**src/rtl/cpu_pkg.sv**
```systemverilog
// Shared fetch-front-end definitions: FSM states, fault causes and default vectors.
package cpu_pkg;

    typedef enum logic [1:0] {
        ST_BOOT  = 2'd0,
        ST_FETCH = 2'd1,
        ST_KILL  = 2'd2
    } fetch_state_e;

    typedef enum logic [1:0] {
        FAULT_NONE     = 2'b00,
        FAULT_TRAP     = 2'b01,
        FAULT_MISALIGN = 2'b10,
        FAULT_TIMEOUT  = 2'b11
    } fault_e;

    localparam logic [31:0] DEFAULT_RESET_VEC = 32'h0000_0000;
    localparam logic [31:0] DEFAULT_TRAP_VEC  = 32'h0000_0080;
    localparam int unsigned DEFAULT_TIMEOUT   = 16;
    localparam int unsigned WAIT_CNT_W        = 8;

    function automatic logic pc_aligned(input logic [1:0] lsb);
        return (lsb == 2'b00);
    endfunction

endpackage

```
**src/rtl/pc_fetch_ctrl_pc_reg.sv**
```systemverilog
// Architectural fetch PC register; loads the externally selected next PC when enabled.
module pc_fetch_ctrl_pc_reg
    import cpu_pkg::*;
#(
    parameter logic [31:0] RESET_VEC = DEFAULT_RESET_VEC
) (
    input  logic        clk,
    input  logic        rst,
    input  logic        load_i,
    input  logic [31:0] next_pc_i,
    output logic [31:0] pc_o
);

    logic [31:0] pc_q;

    always_ff @(posedge clk or posedge rst) begin
        if (rst) begin
            pc_q <= RESET_VEC;
        end else if (load_i) begin
            pc_q <= next_pc_i;
        end
    end

    assign pc_o = pc_q;

endmodule

```
**src/rtl/pc_fetch_ctrl.sv**
```systemverilog
// Instruction-fetch controller: issues imem requests, sequences the PC, and handles
// redirects, traps, stale-response squashing and fetch timeouts.
module pc_fetch_ctrl
    import cpu_pkg::*;
#(
    parameter logic [31:0] RESET_VEC = DEFAULT_RESET_VEC,
    parameter logic [31:0] TRAP_VEC  = DEFAULT_TRAP_VEC,
    parameter int unsigned TIMEOUT   = DEFAULT_TIMEOUT
) (
    input  logic        clk,
    input  logic        rst,
    input  logic        stall,
    input  logic        redirect_valid,
    input  logic [31:0] redirect_pc,
    input  logic        trap,
    output logic        imem_req,
    output logic [31:0] imem_addr,
    input  logic        imem_ready,
    input  logic [31:0] imem_rdata,
    output logic        inst_valid,
    output logic [31:0] inst,
    output logic [31:0] inst_pc,
    output logic [31:0] current_pc,
    output logic [1:0]  fault
);

    localparam logic [WAIT_CNT_W-1:0] WAIT_LAST = WAIT_CNT_W'(TIMEOUT - 1);

    fetch_state_e          state_q, state_d;
    fault_e                fault_q, fault_d;
    logic                  pend_q, pend_d;
    logic [WAIT_CNT_W-1:0] wait_q, wait_d;
    logic                  valid_q;
    logic [31:0]           inst_q, inst_pc_q;

    logic        req;
    logic        starving;
    logic        timeout_hit;
    logic        deliver;
    logic        pc_load;
    logic [31:0] pc_next;
    logic [31:0] pc_cur;

    // A pending request keeps imem_req high through stall so the address stays stable.
    assign req         = (state_q == ST_FETCH) && (!stall || pend_q);
    assign starving    = req && !imem_ready;
    assign timeout_hit = starving && (wait_q == WAIT_LAST);
    assign deliver     = req && imem_ready && !trap && !redirect_valid;

    always_comb begin
        pc_load = 1'b1;
        pc_next = pc_cur;
        fault_d = fault_q;
        if (trap) begin
            pc_next = TRAP_VEC;
            fault_d = FAULT_TRAP;
        end else if (timeout_hit) begin
            pc_next = TRAP_VEC;
            fault_d = FAULT_TIMEOUT;
        end else if (redirect_valid) begin
            if (pc_aligned(redirect_pc[1:0])) begin
                pc_next = redirect_pc;
            end else begin
                pc_next = TRAP_VEC;
                fault_d = FAULT_MISALIGN;
            end
        end else if (deliver) begin
            pc_next = pc_cur + 32'd4;
            fault_d = FAULT_NONE;
        end else begin
            pc_load = 1'b0;
        end
    end

    // BOOT also serves as the single idle cycle that follows a timeout.
    always_comb begin
        state_d = state_q;
        pend_d  = 1'b0;
        wait_d  = '0;
        unique case (state_q)
            ST_BOOT: begin
                state_d = ST_FETCH;
            end
            ST_FETCH: begin
                if (trap) begin
                    state_d = starving ? ST_KILL : ST_FETCH;
                end else if (timeout_hit) begin
                    state_d = ST_BOOT;
                end else if (redirect_valid) begin
                    state_d = starving ? ST_KILL : ST_FETCH;
                end else if (starving) begin
                    pend_d = 1'b1;
                    wait_d = wait_q + 1'b1;
                end
            end
            ST_KILL: begin
                if (imem_ready || (!trap && !redirect_valid && wait_q == WAIT_LAST)) begin
                    state_d = ST_FETCH;
                end else if (!trap && !redirect_valid) begin
                    wait_d = wait_q + 1'b1;
                end
            end
            default: begin
                state_d = ST_BOOT;
            end
        endcase
    end

    always_ff @(posedge clk or posedge rst) begin
        if (rst) begin
            state_q   <= ST_BOOT;
            fault_q   <= FAULT_NONE;
            pend_q    <= 1'b0;
            wait_q    <= '0;
            valid_q   <= 1'b0;
            inst_q    <= '0;
            inst_pc_q <= '0;
        end else begin
            state_q <= state_d;
            fault_q <= fault_d;
            pend_q  <= pend_d;
            wait_q  <= wait_d;
            valid_q <= deliver;
            if (deliver) begin
                inst_q    <= imem_rdata;
                inst_pc_q <= pc_cur;
            end
        end
    end

    pc_fetch_ctrl_pc_reg #(
        .RESET_VEC (RESET_VEC)
    ) u_pc_reg (
        .clk       (clk),
        .rst       (rst),
        .load_i    (pc_load),
        .next_pc_i (pc_next),
        .pc_o      (pc_cur)
    );

    assign imem_req   = req;
    assign imem_addr  = pc_cur;
    assign current_pc = pc_cur;
    assign inst_valid = valid_q;
    assign inst       = inst_q;
    assign inst_pc    = inst_pc_q;
    assign fault      = fault_q;

endmodule

```
**config.mk**
```make
export PLATFORM = sky130hd
export DESIGN_NAME = pc_fetch_ctrl
export DESIGN_NICKNAME = d
export VERILOG_FILES = /design/src/rtl/cpu_pkg.sv /design/src/rtl/pc_fetch_ctrl_pc_reg.sv /design/src/rtl/pc_fetch_ctrl.sv
export SDC_FILE = /design/constraint.sdc
export NUM_CORES = 1
export LEC_CHECK = 0
export CAP_MARGIN = 20
export CORE_MARGIN = 3
export CORE_UTILIZATION = 46
export DETAILED_ROUTE_END_ITERATION = 16
export PLACE_DENSITY = 0.81
export SKIP_LAST_GASP = 1
export SLEW_MARGIN = 20
export SYNTH_ARGS = -nofsm -noshare
export SYNTH_HDL_FRONTEND = slang
export SYNTH_HIERARCHICAL = 1
export SYNTH_SLANG_ARGS = --single-unit
export TNS_END_PERCENT = 1
```
**constraint.sdc**
```tcl
create_clock -name clk -period 2.71 [get_ports clk]
set_input_delay 0.542 -clock clk [delete_from_list [all_inputs] [get_ports clk]]
set_output_delay 0.542 -clock clk [all_outputs]
set_load 0.02 [all_outputs]
```
; Yosys cells after proc, flatten, opt, wreduce, memory -nomap -nowiden
; Index checks and enable logic that the tools add are counted.
[op_classes]
add_sub_neg = 2
eq_ne = 6
mux = 32
n_reduce_logical = 20
[op_table]
columns = operator, n
row1 = 32-bit 2-to-1 mux, 5
row2 = 8-bit 2-to-1 mux, 6
row3 = 32-bit by 3-bit adder with 32-bit output (second input constant), 1
row4 = 2-bit 2-to-1 mux, 10
row5 = 8-bit case mux with 2 select lines, 1
row6 = 1-bit 2-to-1 mux, 9
row7 = 8-bit by 1-bit adder with 8-bit output (second input constant), 1
row8 = 8-bit by 4-bit equality test with 1-bit output (second input constant), 1
row9 = 1-bit logical AND, 8
row10 = 4-bit != test (second input constant), 2
row11 = 2-bit case mux with 3 select lines, 1
row12 = 2-bit AND reduction, 3
row13 = 1-bit zero test, 4
row14 = 2-bit zero test, 2
row15 = 4-bit nonzero test, 1
row16 = 2-bit by 1-bit equality test with 1-bit output (second input constant), 1
row17 = 2-bit equality test (second input constant), 1
row18 = 1-bit logical OR, 2
row19 = 2-bit != test (second input constant), 1
[totals]
reg_bits = 110
out_inout_bits = 132
wordCells = 68

; Depth between registers and ports, before layout
[logic_depth]
depth_word = 11
mapped_depth = 10
mapped_depth_nobuf = 9

; Modules after synthesis
; The synthesis kept the hierarchy.
[modules_own_cells]
columns = module, n_inst, cells_each, area_per_inst_um2, seq_area_each_um2
row1 = pc_fetch_ctrl, 1, 544, 4461.8, 1951.9
row2 = pc_fetch_ctrl_pc_reg, 1, 69, 1348.8, 800.8

; Worst setup path before layout
; Ideal clock, no wire load.
[synth_path]
kind = reg2reg
start = reg wait_q[0]
end = reg u_pc_reg.pc_q[0], in the netlist u_pc_reg/pc_o[0]
setup_ns = 0.125
arrival_ns = 2.240
required_time_ns = 2.585
path_slack_ns = 0.345
path_stages_with_launch = 11
n_path_buf = 3
path_cell_list = dfrtp_1 ha_1 nand3_1 nand2b_1 o21bai_2 nor2_1 buf_2 nand2_1 buf_6 buf_12 mux2_4
[synth_via]
elab_chain_cells = 5
elab_cells_between_ends = 8
cone_classes = 1 x eq/ne / 4 x mux / 3 x reduce/logical
[synth_lines]
columns = element, line
row1 = "start, declared", pc_fetch_ctrl.sv:32  ; logic [WAIT_CNT_W-1:0] wait_q, wait_d;
row2 = "start signal, assigned", pc_fetch_ctrl.sv:122  ; wait_q <= wait_d;
row3 = 8-bit by 4-bit equality test with 1-bit output, pc_fetch_ctrl.sv:47  ; assign timeout_hit = starving && (wait_q == WAIT_LAST);
row4 = 1-bit logical AND, pc_fetch_ctrl.sv:47
row5 = 1-bit 2-to-1 mux, pc_fetch_ctrl.sv:57  ; end else if (timeout_hit) begin
row6 = 1-bit 2-to-1 mux, pc_fetch_ctrl.sv:54  ; if (trap) begin
row7 = net pc_load, pc_fetch_ctrl.sv:40  ; logic pc_load;
row8 = 2-bit AND reduction (no source line), n/a
row9 = "end signal, assigned", pc_fetch_ctrl_pc_reg.sv:20  ; pc_q <= next_pc_i;
row10 = "end, declared", pc_fetch_ctrl_pc_reg.sv:14  ; logic [31:0] pc_q;
; The timed path passes the listed nets, and every way through them passes these cells.
; A chain may end at the register's enable or synchronous reset.

; Final worst setup path
[layout_path]
start = in stall
end = out imem_req
[layout_via]
elab_chain_cells = 3
[layout_lines]
columns = element, line
row1 = "start, declared", pc_fetch_ctrl.sv:12  ; input logic stall,
row2 = 1-bit zero test, pc_fetch_ctrl.sv:45  ; assign req = (state_q == ST_FETCH) && (!stall || pend_q);
row3 = 1-bit logical OR, pc_fetch_ctrl.sv:45
row4 = 1-bit logical AND, pc_fetch_ctrl.sv:45
row5 = "end, declared", pc_fetch_ctrl.sv:16  ; output logic imem_req,
; Every way passes these cells.

==> results_dict.tcl <==
set metrics [dict create \
    synth_top_area_cell "dfrtp_1" \
    synth_area_per_cell_um2 9.479 \
    crit_path_start_kind "primary input" \
    drt_pass1_iterations 5 \
    p_leak_nw 3.832 \
    clk_pin_slew_ns 0.08 \
    max-slew-margin-rel 0.6292 \
    syn_to_final_growth_pct 40.98 \
    reg2reg_slack_ns 0.32 \
    max_freq_ghz 0.3936 \
    dieArea_um2 14020 \
    avgViaCountPerCell 5.318 \
    post-route-period-util 0.9376 \
    grt-ovfl-total 0 \
    syn_inst 613 \
    worstMarginPinSlew_ns 0.5562 \
    power_density_nw_per_um2 632.6 \
    cts_buffer_depth 2 \
    cts-buffers-inserted 9 \
    seq_area_frac_synth 0.4737 \
    antenna_found_initial 0 \
    htreeDepth 3 \
    cap_violations 0 \
    final_antenna_net_count 0 \
    grt_usage 0.2405 \
    ioPinCount 202 \
    avgRoutedWirePerCell_um 17.66 \
    crit_type "primary input to output pin" \
    cts_resized 0 \
    synthArstFlopShare 1.000 \
    yosysTopAreaCellShare 0.4737 \
    rsz0062_at_grt "no" \
    peakVddDrop_mv 0.3090 \
    slew_viol_final 0 \
    cts-root-buf "clkbuf_16" \
    regToRegStartpoint "u_pc_reg/pc_o[4]" \
    total_power_w 0.005182 \
    yosysUniqueCellTypes 50 \
    diodes 0 \
    rr_worst_depth 7 \
    die_x_um 118.4 \
    clock-sinks 110 \
    finalCriticalPeriod_ns 2.541 \
    synth_edf_count 0 \
    vias 5111 \
    crit_path_end_kind "output pin" \
    wirelength_um 16970 \
    synth-seq-cells 110 \
    start_util 0.4778 \
    fin_tns_setup_ns 0 \
    clock_skew_ns 0.006879 \
    io_buffers 201 \
    hp-class "primary input to async pin" \
    crit_required_ns 2.17 \
    hpwlAfterDp_um 12590 \
    most-common-layout-cells "nand2_1, clkdlybuf4s50_1, dfrtp_1, mux2_4, nor2_1" \
    yosys_warnings 6 \
    worstPathArrival_ns 2.00 \
    place_congestion 0.9053 \
    syn-cell-area_um2 5811 \
    post_cts_buffers 0 \
    drc 0 \
    fp.coreArea_um2 12160 \
    setup_violations 0 \
    ctsHoldBuffers 0 \
    die_height_um 118.4 \
    final-hold-violation-count 0 \
    synth_flop_cell "dfrtp_1" \
    synth_fp_nets 689 \
    rows 40 \
    grt_start_max_net_pins 73 \
    grt_pass1_wl_um 27120 \
    dr.first_iter.drc_count 391 \
    layout-drive-gt1-share 0.1135 \
    ys_top_cells_by_area "dfrtp_1, nand2_1, mux2_4" \
    tritoncts "yes" \
    clk-insertion-delay-late_ns 0.35 \
    grt_pass1_vias 5199 \
    whs_ns 0.4325 \
    mostFrequentLayoutCell "nand2_1" \
    nets 864 \
    r2r-end "u_pc_reg/pc_o[25]" \
    crit_fanout 5 \
    status "complete, no violations" \
]
cells by family (layout without fill, tap and decap cells):
group / after synthesis / count (layout) / synth area share
AO/OA/AOI/OAI: 52 / 52 / 0.06589
XOR/XNOR: 25 / 25 / 0.03768
adder cells (fa/ha/maj): 6 / 6 / 0.01292
buffers and inverters: 76 / 256 / 0.08312
flip-flops: 110 / 110 / 0.4737
multiplexers: 35 / 35 / 0.08721
AND/OR/NAND/NOR: 309 / 309 / 0.2395
critical path: stages:
cell             delay, ns
clkdlybuf4s50_1       0.43
nand2b_1              0.22
and2_1                0.19
clkdlybuf4s50_1       0.61
final cells by class:
class / instances / area, µm²
Multi-Input combinational cell: 427 / 2577
Clock buffer: 9 / 225.2
Clock inverter: 7 / 77.57
Fill cell: 932 / 3970
Timing Repair Buffer: 228 / 2302
Sequential cell: 110 / 2753
Tap cell: 168 / 210.2
Inverter: 12 / 46.29
per-stage QoR:
stage	cell area, µm²	cells	setup slack (ns)	util
2_1_floorplan	5811	613	0.1730	-
3_3_place_gp	7889	945	0.1060	0.6487
3_5_place_dp	7889	945	0.04825	0.6487
4_1_cts	8192	961	0.1839	0.6736
5_1_grt	8192	961	0.1216	0.6736
6_report	8192	961	0.1691	0.6736
how the worst max path moves through the flow:
stage               cells after the start           endpoint  start  slack, ns
finish                                  4           imem_req  stall       0.17
global route                            4           imem_req  stall       0.12
CTS                                     4           imem_req  stall       0.18
detailed placement                      7  u_pc_reg/pc_o[27]   trap       0.05
global placement                        7   u_pc_reg/pc_o[1]   trap       0.11
floorplan                               1           fault[0]    rst       0.17
synthesized netlist by cell type (5+ instances only):
master	number
nand4_1	7
dfrtp_1	110
and2_1	5
mux2_2	5
nor4_1	15
buf_2	5
xnor2_1	6
nor3_1	11
nand2_1	207
buf_4	34
clkbuf_1	20
ha_1	6
a21oi_1	10
mux2_4	30
o21ai_0	5
a22o_1	15
nand3_1	16
inv_1	11
and4_1	5
xor2_1	19
nor2_1	22
flip-flops by register name (all words and copies together) (netlist names):
register / count
u_pc_reg/pc_o: 32
inst_valid: 1
inst_pc: 32
pend_q: 1
state_q: 2
fault: 2
wait_q: 8
inst: 32
metal layers:
metal,vias to the layer above,wire [µm],GRT usage
met5,-,0,0
met4,0,202,0.06445
met3,17,1115,0.04976
met2,207,8611,0.4227
met1,2516,7039,0.3018
li1,2371,-,-
where the power goes:
group | internal [W] | leakage, nW | switching (W)
registers | 0.00194 | 1.47 | 0.000193
clock network | 0.000656 | 0.144 | 0.000658
logic | 0.000835 | 2.22 | 0.000900
total | 0.00343 | 3.83 | 0.00175
(Power assumes the default switching activity.)
